[config.mk]
export PLATFORM = sky130hd
export DESIGN_NAME = fifo_1
export DESIGN_NICKNAME = d
export VERILOG_FILES = /design/src/rtl/fifo_1_mem.sv /design/src/rtl/fifo_1.sv
export SDC_FILE = /design/constraint.sdc
export NUM_CORES = 1
export LEC_CHECK = 0
export ABC_AREA = 0
export CORE_ASPECT_RATIO = 0.9
export CORE_UTILIZATION = 45
export DETAILED_ROUTE_END_ITERATION = 12
export PLACE_DENSITY = 0.61
export SETUP_SLACK_MARGIN = 0.5
export SYNTH_ARGS = -nofsm -noshare
export SYNTH_HDL_FRONTEND = slang
export SYNTH_HIERARCHICAL = 1
export SYNTH_SLANG_ARGS = --single-unit
[constraint.sdc]
create_clock -name clk -period 5.96 [get_ports clk]
set_input_delay 1.788 -clock clk [delete_from_list [all_inputs] [get_ports clk]]
set_output_delay 1.788 -clock clk [all_outputs]
set_load 0.05 [all_outputs]
[src/rtl/fifo_1_mem.sv]
`default_nettype none
// ============================================================================
//  Module   : fifo_1_mem
//  Purpose  : DEPTH x DATA_WIDTH register array for fifo_1. One synchronous
//             write port and one synchronous read port whose output register
//             is cleared by reset and holds when no read is enabled.
//  Ports    : clk, rst        - clock, synchronous active-high reset
//             i_wr_en/addr/data - write port (mem[addr] <= data)
//             i_rd_en/addr      - read port enable and address
//             o_rd_data         - registered read word
//  Revision : 1.0  initial release
// ============================================================================
module fifo_1_mem #(
  parameter int DEPTH      = 8,
  parameter int ADDR_WIDTH = 3,
  parameter int DATA_WIDTH = 8
) (
  input  logic                  clk,
  input  logic                  rst,
  input  logic                  i_wr_en,
  input  logic [ADDR_WIDTH-1:0] i_wr_addr,
  input  logic [DATA_WIDTH-1:0] i_wr_data,
  input  logic                  i_rd_en,
  input  logic [ADDR_WIDTH-1:0] i_rd_addr,
  output logic [DATA_WIDTH-1:0] o_rd_data
);

  logic [DATA_WIDTH-1:0] r_mem [DEPTH];
  logic [DATA_WIDTH-1:0] r_rd_data;

  // Storage is deliberately not reset; only the pointers define validity.
  always_ff @(posedge clk) begin
    if (i_wr_en) begin
      r_mem[i_wr_addr] <= i_wr_data;
    end
  end

  always_ff @(posedge clk) begin
    if (rst) begin
      r_rd_data <= '0;
    end else if (i_rd_en) begin
      r_rd_data <= r_mem[i_rd_addr];
    end
  end

  assign o_rd_data = r_rd_data;

endmodule
`default_nettype wire

[src/rtl/fifo_1.sv]
`default_nettype none
// ============================================================================
//  Module   : fifo_1
//  Purpose  : Single-clock synchronous FIFO with registered read port and
//             full/empty flags. Depth = 2**FIFO_PTR_WIDTH.
//  Ports    : clk, rst    - clock (rising edge), synchronous active-high reset
//             write, read - request strobes sampled at rising clk
//             write_data  - word stored on an accepted write
//             read_data   - registered word, updated by accepted reads
//             empty, full - occupancy flags from the registered pointers
//  Revision : 1.0  initial release
// ============================================================================
module fifo_1 #(
  parameter int FIFO_PTR_WIDTH  = 3,
  parameter int FIFO_DATA_WIDTH = 8
) (
  input  logic                       clk,
  input  logic                       rst,
  input  logic                       write,
  input  logic                       read,
  input  logic [FIFO_DATA_WIDTH-1:0] write_data,
  output logic [FIFO_DATA_WIDTH-1:0] read_data,
  output logic                       empty,
  output logic                       full
);

  localparam int DEPTH = 1 << FIFO_PTR_WIDTH;
  localparam logic [FIFO_PTR_WIDTH:0] c_ptr_one = {{FIFO_PTR_WIDTH{1'b0}}, 1'b1};

  // One extra pointer bit distinguishes full from empty when low bits match.
  logic [FIFO_PTR_WIDTH:0] r_wr_ptr;
  logic [FIFO_PTR_WIDTH:0] r_rd_ptr;
  logic                    w_wr_en;
  logic                    w_rd_en;
  logic                    w_empty;
  logic                    w_full;

  assign w_empty = (r_wr_ptr == r_rd_ptr);
  assign w_full  = (r_wr_ptr[FIFO_PTR_WIDTH] != r_rd_ptr[FIFO_PTR_WIDTH]) &&
                   (r_wr_ptr[FIFO_PTR_WIDTH-1:0] == r_rd_ptr[FIFO_PTR_WIDTH-1:0]);

  // Each side is qualified against the pre-edge flags independently, so a
  // read+write on empty only writes and on full only reads.
  assign w_wr_en = write && !w_full;
  assign w_rd_en = read  && !w_empty;

  always_ff @(posedge clk) begin
    if (rst) begin
      r_wr_ptr <= '0;
      r_rd_ptr <= '0;
    end else begin
      if (w_wr_en) begin
        r_wr_ptr <= r_wr_ptr + c_ptr_one;
      end
      if (w_rd_en) begin
        r_rd_ptr <= r_rd_ptr + c_ptr_one;
      end
    end
  end

  // Write is suppressed during reset so a reset cycle has no side effects
  // on storage that a later read could observe as stale-but-valid data.
  fifo_1_mem #(
    .DEPTH      (DEPTH),
    .ADDR_WIDTH (FIFO_PTR_WIDTH),
    .DATA_WIDTH (FIFO_DATA_WIDTH)
  ) u_mem (
    .clk       (clk),
    .rst       (rst),
    .i_wr_en   (w_wr_en && !rst),
    .i_wr_addr (r_wr_ptr[FIFO_PTR_WIDTH-1:0]),
    .i_wr_data (write_data),
    .i_rd_en   (w_rd_en),
    .i_rd_addr (r_rd_ptr[FIFO_PTR_WIDTH-1:0]),
    .o_rd_data (read_data)
  );

  assign empty = w_empty;
  assign full  = w_full;

endmodule
`default_nettype wire

==> summary.md, run 1 <==
| Metric | Value |
|---|---|
| Vias | `1874` |
| Clock transition at path regs | `0.07 ns` |
| Setup CP Type | `register to output port` |
| Fmax | `228 MHz` |
| Critical path cell sequence | `buf_4, xnor2_2, nand3_1, nor2_1, clkdlybuf4s50_1` |
| Clock Latency Late Sink | `0.34 ns` |
| Seq/Total Area, Yosys | `0.651` |
| Pin count of the biggest net entering global routing | `38` |
| Hold-fix buffer count after cts | `0` |
| WL/cell | `17.5 µm` |
| Max-cap violations | `0` |
| Yosys reg bits | `80` |
| Worst-margin pin slew | `1.26 ns` |
| Crit path time final | `4.38 ns` |
| Detailed-route vias per instance | `5.45` |
| Total grt overflow | `0` |
| EDFF count, synth | `64` |
| Buffers on Ports | `21` |
| Antenna Cells | `0` |
| Final Hold Vio Count | `0` |
| Crit-path slowest cell | `clkdlybuf4s50_1` |
| Setup tns final | `0 ns` |
| Gate Count Post-Synth | `226` |
| Layout cells sized above 1 | `0.171` |
| Die Ht | `85.0 µm` |
| Net Count, Synth | `240` |
| DRT Pass-1 Iters | `4` |
| Layout filler cell count | `582` |
| Clock root cell | `clkbuf_8` |
| First-pass GRT wire length | `9690 µm` |
| Peak supply drop | `161 µV` |
| P per Cell Area | `324 nW/µm²` |
| Clock buffer depth | `2` |
| Multi-input gate area | `1090 µm²` |
| Synthesized area | `3440 µm²` |
| Crit-path max FO | `37` |
| Crit. End Element | `output port` |
| Area grow syn2layout | `12.4%` |
| Crit path depth | `5` |
| Top FF cell, synth | `edfxtp_1` |
| Crit path DAT | `2.59 ns` |
| Final Wtd Congestion | `0.728` |
| Synth warn | `6` |
| Status | `finished, final reports clean` |
| Delay-heaviest family, CP | `buffers and inverters` |
| Max H-tree Level | `3` |
| Synth cell types | `39` |
| Vias in the first global route | `1768` |
| Total CTS buffers | `9` |
| Final antenna-violating net count | `0` |
| # clock sinks | `80` |
| Initial antenna violation count | `0` |
| Cell row count | `29` |
| Initial Utilization | `0.477` |
| Final net count | `261` |
| Post-cts resize count | `0` |
| Largest stage delay on the critical path | `0.81 ns` |
| Worst hold path class | `register to register` |
| Relative max-transition margin | `0.155` |
| DRC | `0` |
| CP Launch Type | `register` |
| Non-filler instance count after layout | `344` |
| Gr usage total | `0.170` |
| Synth async-reset ratio | `0` |
| Die W | `94.2 µm` |
| P_leak | `1.25 nW` |
| Skew final | `0.0110 ns` |
| Routed WL | `6010 µm` |
| Placeable core area | `7220 µm²` |
| Cell depth of the worst hold path | `2` |
| Commonest non-fill, non-tap cell in the layout | `edfxtp_1` |
| Reg area | `2240 µm²` |
| DP Wirelength | `3880 µm` |
| Die Area | `8010 µm²` |
| Worst r2r path cells | `6` |
| CTS tree | `done` |
| Max-slew violation count | `0` |
| Syn Area/Cell | `15.2 µm²` |
| Setup violations, final | `0` |
| Total chip power | `0.00125 W` |
| WP buf/inv | `2` |
| Postcts setup bufs | `0` |
| Period utilization | `0.735` |
| Final core utilization | `0.536` |
| Unrepaired setup endpoints after global routing | `false` |
| DR iter-0 viols | `91` |
| Num ports | `22` |
| Placed cells | `329` |
| Critical Path RT | `4.17 ns` |
| Commonest cells after routing, fill and taps aside | `edfxtp_1, nor2_1, clkdlybuf4s50_1` |
[cells by family after synthesis]
| family | Yosys count | share of synthesized area |
|---|---|---|
| flip-flops | 80 | 0.651 |
| AND/OR/NAND/NOR | 53 | 0.0759 |
| multiplexers | 40 | 0.125 |
| AO/OA/AOI/OAI | 31 | 0.0839 |
| buffers and inverters | 15 | 0.0320 |
| XOR/XNOR | 5 | 0.0247 |
| adder cells (fa/ha/maj) | 2 | 0.00727 |
[layer usage]
layer	vias up	global-route usage	wire, µm
li1	914	-	-
met1	916	0.253	2920
met2	39	0.232	2680
met3	5	0.0484	353
met4	0	0.0671	53
met5	-	0	0
[registers in the layout, indices dropped and copies added, names as in the netlist]
name / cells
r_rd_ptr: 4
r_wr_ptr: 4
u_mem/o_rd_data: 8
u_mem/r_mem: 64
[worst register-to-register path, delay by kind of cell (launching register included)]
family	cells	cell delay (ns)
and+or+nand+nor	3	1.30
buffers and inverters	1	0.45
DFF	1	0.31
AOI/OAI and AO/OA	1	0.31
xor gates and xnor gates	1	0.27
[cells in the mapped netlist, drive strengths merged (2+ instances only)]
master  count  share of area
a211oi      8          0.020
nand2b      8          0.015
ha          2         0.0073
edfxtp     64           0.56
nor2b       8          0.015
clkbuf      3         0.0033
nor2       21          0.023
xnor2       4          0.022
nand4       2         0.0036
o22ai       7          0.013
dfxtp      16          0.093
mux2i      19          0.055
mux2       21          0.070
a41oi       4          0.018
nor3        4         0.0058
inv         2         0.0022
nand2       6         0.0065
buf        10          0.027
a221o       7          0.020
[worst paths after layout]
| check | startpoint | to | slack (ns) |
|---|---|---|---|
| worst max-delay path | r_rd_ptr[0]$_SDFFE_PP0P_ | full | 1.58 |
| worst min-delay path | u_mem/o_rd_data[2]$_SDFFE_PP0P_ | u_mem/o_rd_data[2]$_SDFFE_PP0P_ | 0.48 |
| worst max register to register | r_rd_ptr[0]$_SDFFE_PP0P_ | u_mem/r_mem[4][4]$_DFFE_PP_ | 2.94 |
| worst min register to register | u_mem/o_rd_data[2]$_SDFFE_PP0P_ | u_mem/o_rd_data[2]$_SDFFE_PP0P_ | 0.48 |
[where the power goes]
| part | internal (W) | switching (W) |
|---|---|---|
| registers | 0.000624 | 0.0000136 |
| logic | 0.0000990 | 0.000143 |
| clock network | 0.000191 | 0.000184 |
[area by class of cell]
| cell class | count | share of cell area |
|---|---|---|
| flip-flops and latches | 80 | 0.580 |
| multi-input cells | 131 | 0.282 |
| repair buffers | 23 | 0.0582 |
| clock buffers | 10 | 0.0330 |
| well taps | 93 | 0.0301 |
| clock inverters | 5 | 0.0152 |
| inverters | 2 | 0.00194 |
[metrics by stage]
step | instance area [µm²] | hold WS [ns] | worst slack [ns]
floorplan | 3440 | 0.583 | 2.60
global placement | 3680 | 0.473 | 1.80
detailed placement | 3680 | 0.478 | 1.70
CTS | 3870 | 0.488 | 1.56
global route | 3870 | 0.496 | 1.40
finish | 3870 | 0.484 | 1.58
No activity file was read; power rests on OpenSTA's default activity.
==> run 2, diff against run 1 <==
--- a/config.mk
+++ b/config.mk
@@ -9,7 +9,7 @@
 export CORE_ASPECT_RATIO = 0.9
 export CORE_UTILIZATION = 45
 export DETAILED_ROUTE_END_ITERATION = 12
-export PLACE_DENSITY = 0.61
+export PLACE_DENSITY = 0.64
 export SETUP_SLACK_MARGIN = 0.5
 export SYNTH_ARGS = -nofsm -noshare
 export SYNTH_HDL_FRONTEND = slang
==> constraint.sdc (replaced) <==
create_clock -name clk -period 4 [get_ports clk]
set_input_delay 1.2 -clock clk [delete_from_list [all_inputs] [get_ports clk]]
set_output_delay 1.2 -clock clk [all_outputs]
set_load 0.05 [all_outputs]
==> summary.md, run 2 (synthesis results as in run 1) <==
| Metric | Value |
|---|---|
| Status | `finished, final reports clean` |
| Largest register by flop count | `u_mem/r_mem` |
| Clock Latency Late Sink | `0.36 ns (+0.02 ns)` |
| Max-slew violation count | `0 (unchanged)` |
| WL/cell | `17.6 µm (+0.98%)` |
| CP Launch Type | `register` |
| Internal power | `0.00136 W (+49%)` |
| # clock sinks | `80 (unchanged)` |
| Layout filler cell count | `576 (-1.0%)` |
| Placeable core area | `7220 µm² (unchanged)` |
| Final Hold Vio Count | `0 (unchanged)` |
| DRC | `0 (unchanged)` |
| Critical path cell sequence | `xnor2_2, nand3_1, nor2_1, dlygate4sd2_1` |
| Commonest cells after routing, fill and taps aside | `edfxtp_1, nor2_1, mux2i_1, clkdlybuf4s50_1, mux2_2` |
| Period utilization | `0.825` |
| Skew final | `0.00796 ns (-0.00308 ns)` |
| Final core utilization | `0.547 (+0.0111)` |
| Final antenna-violating net count | `0 (unchanged)` |
| Cell row count | `29 (unchanged)` |
| Final instance area | `3950 µm² (+2.1%)` |
| Initial Utilization | `0.477 (unchanged)` |
| Max H-tree Level | `3 (unchanged)` |
| Commonest non-fill, non-tap cell in the layout | `edfxtp_1` |
| P_leak | `1.31 nW (+5.0%)` |
| Pin count of the biggest net entering global routing | `37 (-2.6%)` |
| Combinational fraction of design power | `0.193 (about the same)` |
| Routed WL | `6260 µm (+4.2%)` |
| Die Area | `8010 µm² (unchanged)` |
| Crit-path slowest cell | `dlygate4sd2_1` |
| Crit. End Element | `output port` |
| Relative max-transition margin | `0.521 (+0.366)` |
| Total CTS buffers | `9 (unchanged)` |
| Setup tns final | `0 ns (unchanged)` |
| Setup violations, final | `0 (unchanged)` |
| DRT Pass-1 Iters | `5 (+1)` |
| Gr usage total | `0.177 (+0.00742)` |
| Worst hold path class | `register to register` |
| Area grow syn2layout | `14.7%` |
| Hold-fix buffer count after cts | `0 (unchanged)` |
| Buffers on Ports | `21 (unchanged)` |
| Critical Path RT | `2.80 ns (-1.37 ns)` |
| Initial antenna violation count | `0 (unchanged)` |
| Vias | `1887 (+0.69%)` |
| Vias in the first global route | `1819 (+2.9%)` |
| Sw power | `0.000531 W (+56%)` |
| Antenna Cells | `0 (unchanged)` |
| Post-cts resize count | `2 (+2)` |
| Clock root cell | `clkbuf_8` |
| Postcts setup bufs | `0 (unchanged)` |
| Crit-path max FO | `8 (-78%)` |
| Peak supply drop | `219 µV (+36%)` |
| Max reg flops | `64 (unchanged)` |
| Unrepaired setup endpoints after global routing | `false` |
| Worst-margin pin slew | `0.717 ns (-0.541 ns)` |
| Setup CP Type | `register to output port` |
| Final net count | `271 (+3.8%)` |
| Detailed-route vias per instance | `5.32 (-2.4%)` |
| Total grt overflow | `0 (unchanged)` |
| Share of power burned in registers | `0.502 (-0.006)` |
| Crit path time final | `3.30 ns` |
| First-pass GRT wire length | `10000 µm (+3.5%)` |
| Clock buffer depth | `2 (unchanged)` |
| Crit path DAT | `2.10 ns (-0.49 ns)` |
| Fmax | `303 MHz` |
| DR iter-0 viols | `88 (-3.3%)` |
| CTS tree | `done` |
| Layout cells sized above 1 | `0.202 (+0.0310)` |
| Sw Ratio | `0.280 (+0.00906)` |
| Clk network pwr share | `0.306 (+0.007)` |
| Largest stage delay on the critical path | `0.53 ns (-0.28 ns)` |
| Max-cap violations | `0 (unchanged)` |
| Num ports | `22 (unchanged)` |
| Clock transition at path regs | `0.08 ns (about the same)` |
| DP Wirelength | `4090 µm (+5.6%)` |
| Dpl cell area | `3760 µm² (+2.0%)` |
| Die W | `94.2 µm (unchanged)` |
| Final Wtd Congestion | `0.759 (+4.3%)` |
| Die Ht | `85.0 µm (unchanged)` |
| P per Cell Area | `480 nW/µm² (+48%)` |
-- run 2: cell count changes in the layout (fill, tap and decap cells not counted) --
cell | previous run | this run
buf_4 | 2 | 12
clkinv_2 | 1 | 0
clkdlybuf4s50_1 | 21 | 19
clkinv_1 | 0 | 2
dlygate4sd2_1 | 0 | 2
clkbuf_1 | 1 | 0
inv_6 | 0 | 1
-- run 2: worst paths after layout --
kind | from | end | slack (ns) | cells after the start
setup / recovery | r_rd_ptr[2]$_SDFFE_PP0P_ | empty | 0.70 | 4
hold / removal | u_mem/o_rd_data[3]$_SDFFE_PP0P_ | u_mem/o_rd_data[3]$_SDFFE_PP0P_ | 0.49 | 2
setup reg to reg | r_rd_ptr[2]$_SDFFE_PP0P_ | u_mem/r_mem[4][7]$_DFFE_PP_ | 1.65 | 6
hold reg to reg | u_mem/o_rd_data[3]$_SDFFE_PP0P_ | u_mem/o_rd_data[3]$_SDFFE_PP0P_ | 0.49 | 2
-- run 2: critical path: cells and delay by family, from the launching register on --
family                 cells  cell delay, ns
flip-flops                 1            0.41
AND/OR/NAND/NOR            2            0.36
buffers and inverters      1            0.53
XOR/XNOR                   1            0.44
-- run 2: through the flow --
stage	total power [W]	setup slack (ns)	hold WS [ns]	instances
after floorplan	0.00126	1.23	0.583	226
after global routing	0.00198	0.530	0.514	355
after detailed placement	0.00134	0.710	0.484	339
final	0.00190	0.702	0.493	355
after global placement	0.00134	0.723	0.473	339
after CTS	0.00191	0.702	0.495	355
-- run 2: power by group through the flow --
stage / Combinational (W) / Clock (W) / Sequential (W)
after floorplan: 0.000233 / 0 / 0.00103
after global placement: 0.000366 / 0 / 0.000969
after detailed placement: 0.000369 / 0 / 0.000970
after CTS: 0.000368 / 0.000596 / 0.000951
after global routing: 0.000392 / 0.000629 / 0.000954
final: 0.000366 / 0.000579 / 0.000951
-- run 2: cell type report --
class	instances	area (µm²)	area share
sequential	80	2240	0.568
multi-input combinational	131	1090	0.276
timing repair buffer	33	298	0.0754
clock buffer	9	124	0.0314
tap	93	116	0.0295
clock inverter	7	70.1	0.0177
inverter	2	7.51	0.00190
-- run 2: metal layers --
| metal | part of all wire | global-route usage | wire length [µm] |
|---|---|---|---|
| met5 | 0 | 0 | 0 |
| met4 | 0.011 | 0.0671 | 68 |
| met3 | 0.047 | 0.0591 | 297 |
| met2 | 0.45 | 0.256 | 2840 |
| met1 | 0.49 | 0.247 | 3060 |
==> run 3, diff against run 2 <==
--- a/config.mk
+++ b/config.mk
@@ -9,7 +9,7 @@
 export CORE_ASPECT_RATIO = 0.9
 export CORE_UTILIZATION = 45
 export DETAILED_ROUTE_END_ITERATION = 12
-export PLACE_DENSITY = 0.64
+export PLACE_DENSITY = 0.61
 export SETUP_SLACK_MARGIN = 0.5
 export SYNTH_ARGS = -nofsm -noshare
 export SYNTH_HDL_FRONTEND = slang
==> constraint.sdc (replaced) <==
create_clock -name clk -period 3.5 [get_ports clk]
set_input_delay 1.05 -clock clk [delete_from_list [all_inputs] [get_ports clk]]
set_output_delay 1.05 -clock clk [all_outputs]
set_load 0.05 [all_outputs]
==> summary.md, run 3 (synthesis results as in run 1) <==
| Metric | Value |
|---|---|
| Status | `finished, final reports clean` |
| Die W | `94.2 µm (unchanged)` |
| Cell row count | `29 (unchanged)` |
| Post-cts resize count | `0 (-2)` |
| Skew final | `0.00598 ns (-0.00199 ns)` |
| Met3 GRT Util | `0.0591 (unchanged)` |
| Layout cells sized above 1 | `0.218 (+0.0153)` |
| Final core utilization | `0.549 (+0.00225)` |
| DRC | `0 (unchanged)` |
| Commonest non-fill, non-tap cell in the layout | `edfxtp_1` |
| Final net count | `271 (unchanged)` |
| Gr usage total | `0.175 (-0.00212)` |
| WL/cell | `17.5 µm (-0.97%)` |
| Hold wc startpoint | `u_mem/o_rd_data[2]$_SDFFE_PP0P_` |
| Sw power | `0.000612 W (+15%)` |
| Delay-heaviest family, CP | `flip-flops` |
| Crit path time final | `2.79 ns` |
| Placeable core area | `7220 µm² (unchanged)` |
| Detailed-route vias per instance | `5.41 (+1.7%)` |
| DRT Pass-1 Iters | `4 (-1)` |
| Final antenna-violating net count | `0 (unchanged)` |
| Reg area | `2240 µm² (unchanged)` |
| First-pass GRT wire length | `10100 µm (+0.55%)` |
| Hold-fix buffer count after cts | `0 (unchanged)` |
| Antenna Cells | `0 (unchanged)` |
| Total grt overflow | `0 (unchanged)` |
| WP buf/inv | `1 (unchanged)` |
| Clk network pwr share | `0.309 (+0.003)` |
| Worst hold path class | `register to register` |
| Clock transition at path regs | `0.08 ns (about the same)` |
| Final Wtd Congestion | `0.790 (+4.1%)` |
| Worst-margin pin slew | `0.652 ns (-0.0647 ns)` |
| Vias | `1919 (+1.7%)` |
| Crit. End Element | `output port` |
| Max H-tree Level | `3 (unchanged)` |
| Largest stage delay on the critical path | `0.61 ns (+0.08 ns)` |
| Commonest cells after routing, fill and taps aside | `edfxtp_1, nor2_1, mux2i_1, clkdlybuf4s50_1, mux2_2` |
| P per Cell Area | `550 nW/µm² (+15%)` |
| Final instance area | `3970 µm² (+0.41%)` |
| Crit path DAT | `1.74 ns (-0.36 ns)` |
| FF-to-FF End | `u_mem/r_mem[4][0]$_DFFE_PP_` |
| Met1 Use GR | `0.256 (+0.00951)` |
| Layout filler cell count | `608 (+5.6%)` |
| Setup CP Type | `register to output port` |
| Max reg flops | `64 (unchanged)` |
| Non-filler instance count after layout | `355 (unchanged)` |
| Relative max-transition margin | `0.564 (+0.0432)` |
| Crit-path slowest cell | `dfxtp_1` |
| Unrepaired setup endpoints after global routing | `false` |
| Period utilization | `0.797` |
| Worst r2r path cells | `7 (+1)` |
| Fmax | `358 MHz` |
| # clock sinks | `80 (unchanged)` |
| Max-cap violations | `0 (unchanged)` |
| Sw Ratio | `0.280 (about the same)` |
| Clock root cell | `clkbuf_8` |
| GR Layer Usage met2 | `0.244 (-0.0119)` |
| P_leak | `1.32 nW (+0.53%)` |
| Postcts setup bufs | `0 (unchanged)` |
| Hold slack | `0.487 ns (-0.00653 ns)` |
| Cell depth of the worst hold path | `2 (unchanged)` |
| Area grow syn2layout | `15.2%` |
| Dpl cell area | `3750 µm² (-0.13%)` |
| Largest register by flop count | `u_mem/r_mem` |
| Share of power burned in registers | `0.500 (-0.002)` |
| Initial Utilization | `0.477 (unchanged)` |
| Most used routing layer | `met1` |
| FF-to-FF Start | `r_rd_ptr[2]$_SDFFE_PP0P_` |
| Critical path cell sequence | `xnor2_4, nand3_1, nor2_1, buf_4` |
| DP Wirelength | `4200 µm (+2.5%)` |
| Final Hold Vio Count | `0 (unchanged)` |
| Placed cells | `339 (unchanged)` |
| Combinational fraction of design power | `0.191 (-0.002)` |
| R2r setup slk | `1.39 ns (-0.26 ns)` |
| Critical Path RT | `2.45 ns (-0.35 ns)` |
| Buffers on Ports | `21 (unchanged)` |
| Num ports | `22 (unchanged)` |
| Crit-path max FO | `10 (+2)` |
| CTS tree | `done` |
| Initial antenna violation count | `0 (unchanged)` |
| Internal power | `0.00157 W (+15%)` |
| Clock buffer depth | `2 (unchanged)` |
| Pin count of the biggest net entering global routing | `37 (unchanged)` |
| Setup violations, final | `0 (unchanged)` |
| CP Launch Type | `register` |
| Die Area | `8010 µm² (unchanged)` |
| Die Ht | `85.0 µm (unchanged)` |
| Peak supply drop | `260 µV (+19%)` |
| Total CTS buffers | `9 (unchanged)` |
| Worst Hold End | `u_mem/o_rd_data[2]$_SDFFE_PP0P_` |
| Setup tns final | `0 ns (unchanged)` |
| DR iter-0 viols | `72 (-18%)` |
| Vias in the first global route | `1828 (+0.49%)` |
| Clock Latency Late Sink | `0.35 ns (about the same)` |
| Routed WL | `6200 µm (-0.97%)` |
| Multi-input gate area | `1100 µm² (+1.0%)` |
| Max-slew violation count | `0 (unchanged)` |
## run 3: cell types whose count changed in the layout (fill, tap and decap cells not counted), sizes merged
cell	change
buf	+2
dlygate4sd2	-2
clkinvlp	-1
inv	+1
## run 3: cell type report
class,count,share of cell area
Sequential cell,80,0.566
Multi-Input combinational cell,131,0.278
Timing Repair Buffer,33,0.0744
Clock buffer,9,0.0312
Tap cell,93,0.0293
Clock inverter,7,0.0196
Inverter,2,0.00189
## run 3: power groups by stage
| stage | Sequential, W | Combinational, W | Clock, W |
|---|---|---|---|
| 2_1_floorplan | 0.00117 | 0.000266 | 0 |
| 4_1_cts | 0.00109 | 0.000415 | 0.000694 |
| 6_report | 0.00109 | 0.000416 | 0.000675 |
| 3_5_place_dp | 0.00111 | 0.000414 | 0 |
| 3_3_place_gp | 0.00111 | 0.000412 | 0 |
| 5_1_grt | 0.00110 | 0.000449 | 0.000735 |
## run 3: metal layers
layer  up-vias  share of wire
li1        935              -
met1       922           0.49
met2        54           0.44
met3         8          0.061
met4         0          0.011
met5         -              0
## run 3: tightest hold or removal path, delay by kind of cell (launching register included)
family	cells	cell delay (ns)
flip-flops	1	0.32
AND/OR/NAND/NOR	1	0.08
AO/OA/AOI/OAI	1	0.05
## run 3: through the flow
| step | power [W] | setup WS [ns] |
|---|---|---|
| after floorplan | 0.00144 | 0.877 |
| after global placement | 0.00152 | 0.629 |
| after detailed placement | 0.00152 | 0.623 |
| after CTS | 0.00220 | 0.643 |
| after global routing | 0.00228 | 0.563 |
| final | 0.00218 | 0.710 |
## run 3: how the worst max path moves through the flow
| stage | start | endpoint | slack, ns | cells after the start |
|---|---|---|---|---|
| global placement | write | u_mem/r_mem[4][3]$_DFFE_PP_ | 0.63 | 7 |
| CTS | r_wr_ptr[0]$_SDFFE_PP0P_ | full | 0.64 | 4 |
| floorplan | r_rd_ptr[2]$_SDFFE_PP0P_ | empty | 0.88 | 3 |
| global route | r_wr_ptr[0]$_SDFFE_PP0P_ | empty | 0.56 | 4 |
| detailed placement | write | u_mem/r_mem[4][6]$_DFFE_PP_ | 0.62 | 7 |
| finish | r_wr_ptr[0]$_SDFFE_PP0P_ | full | 0.71 | 4 |
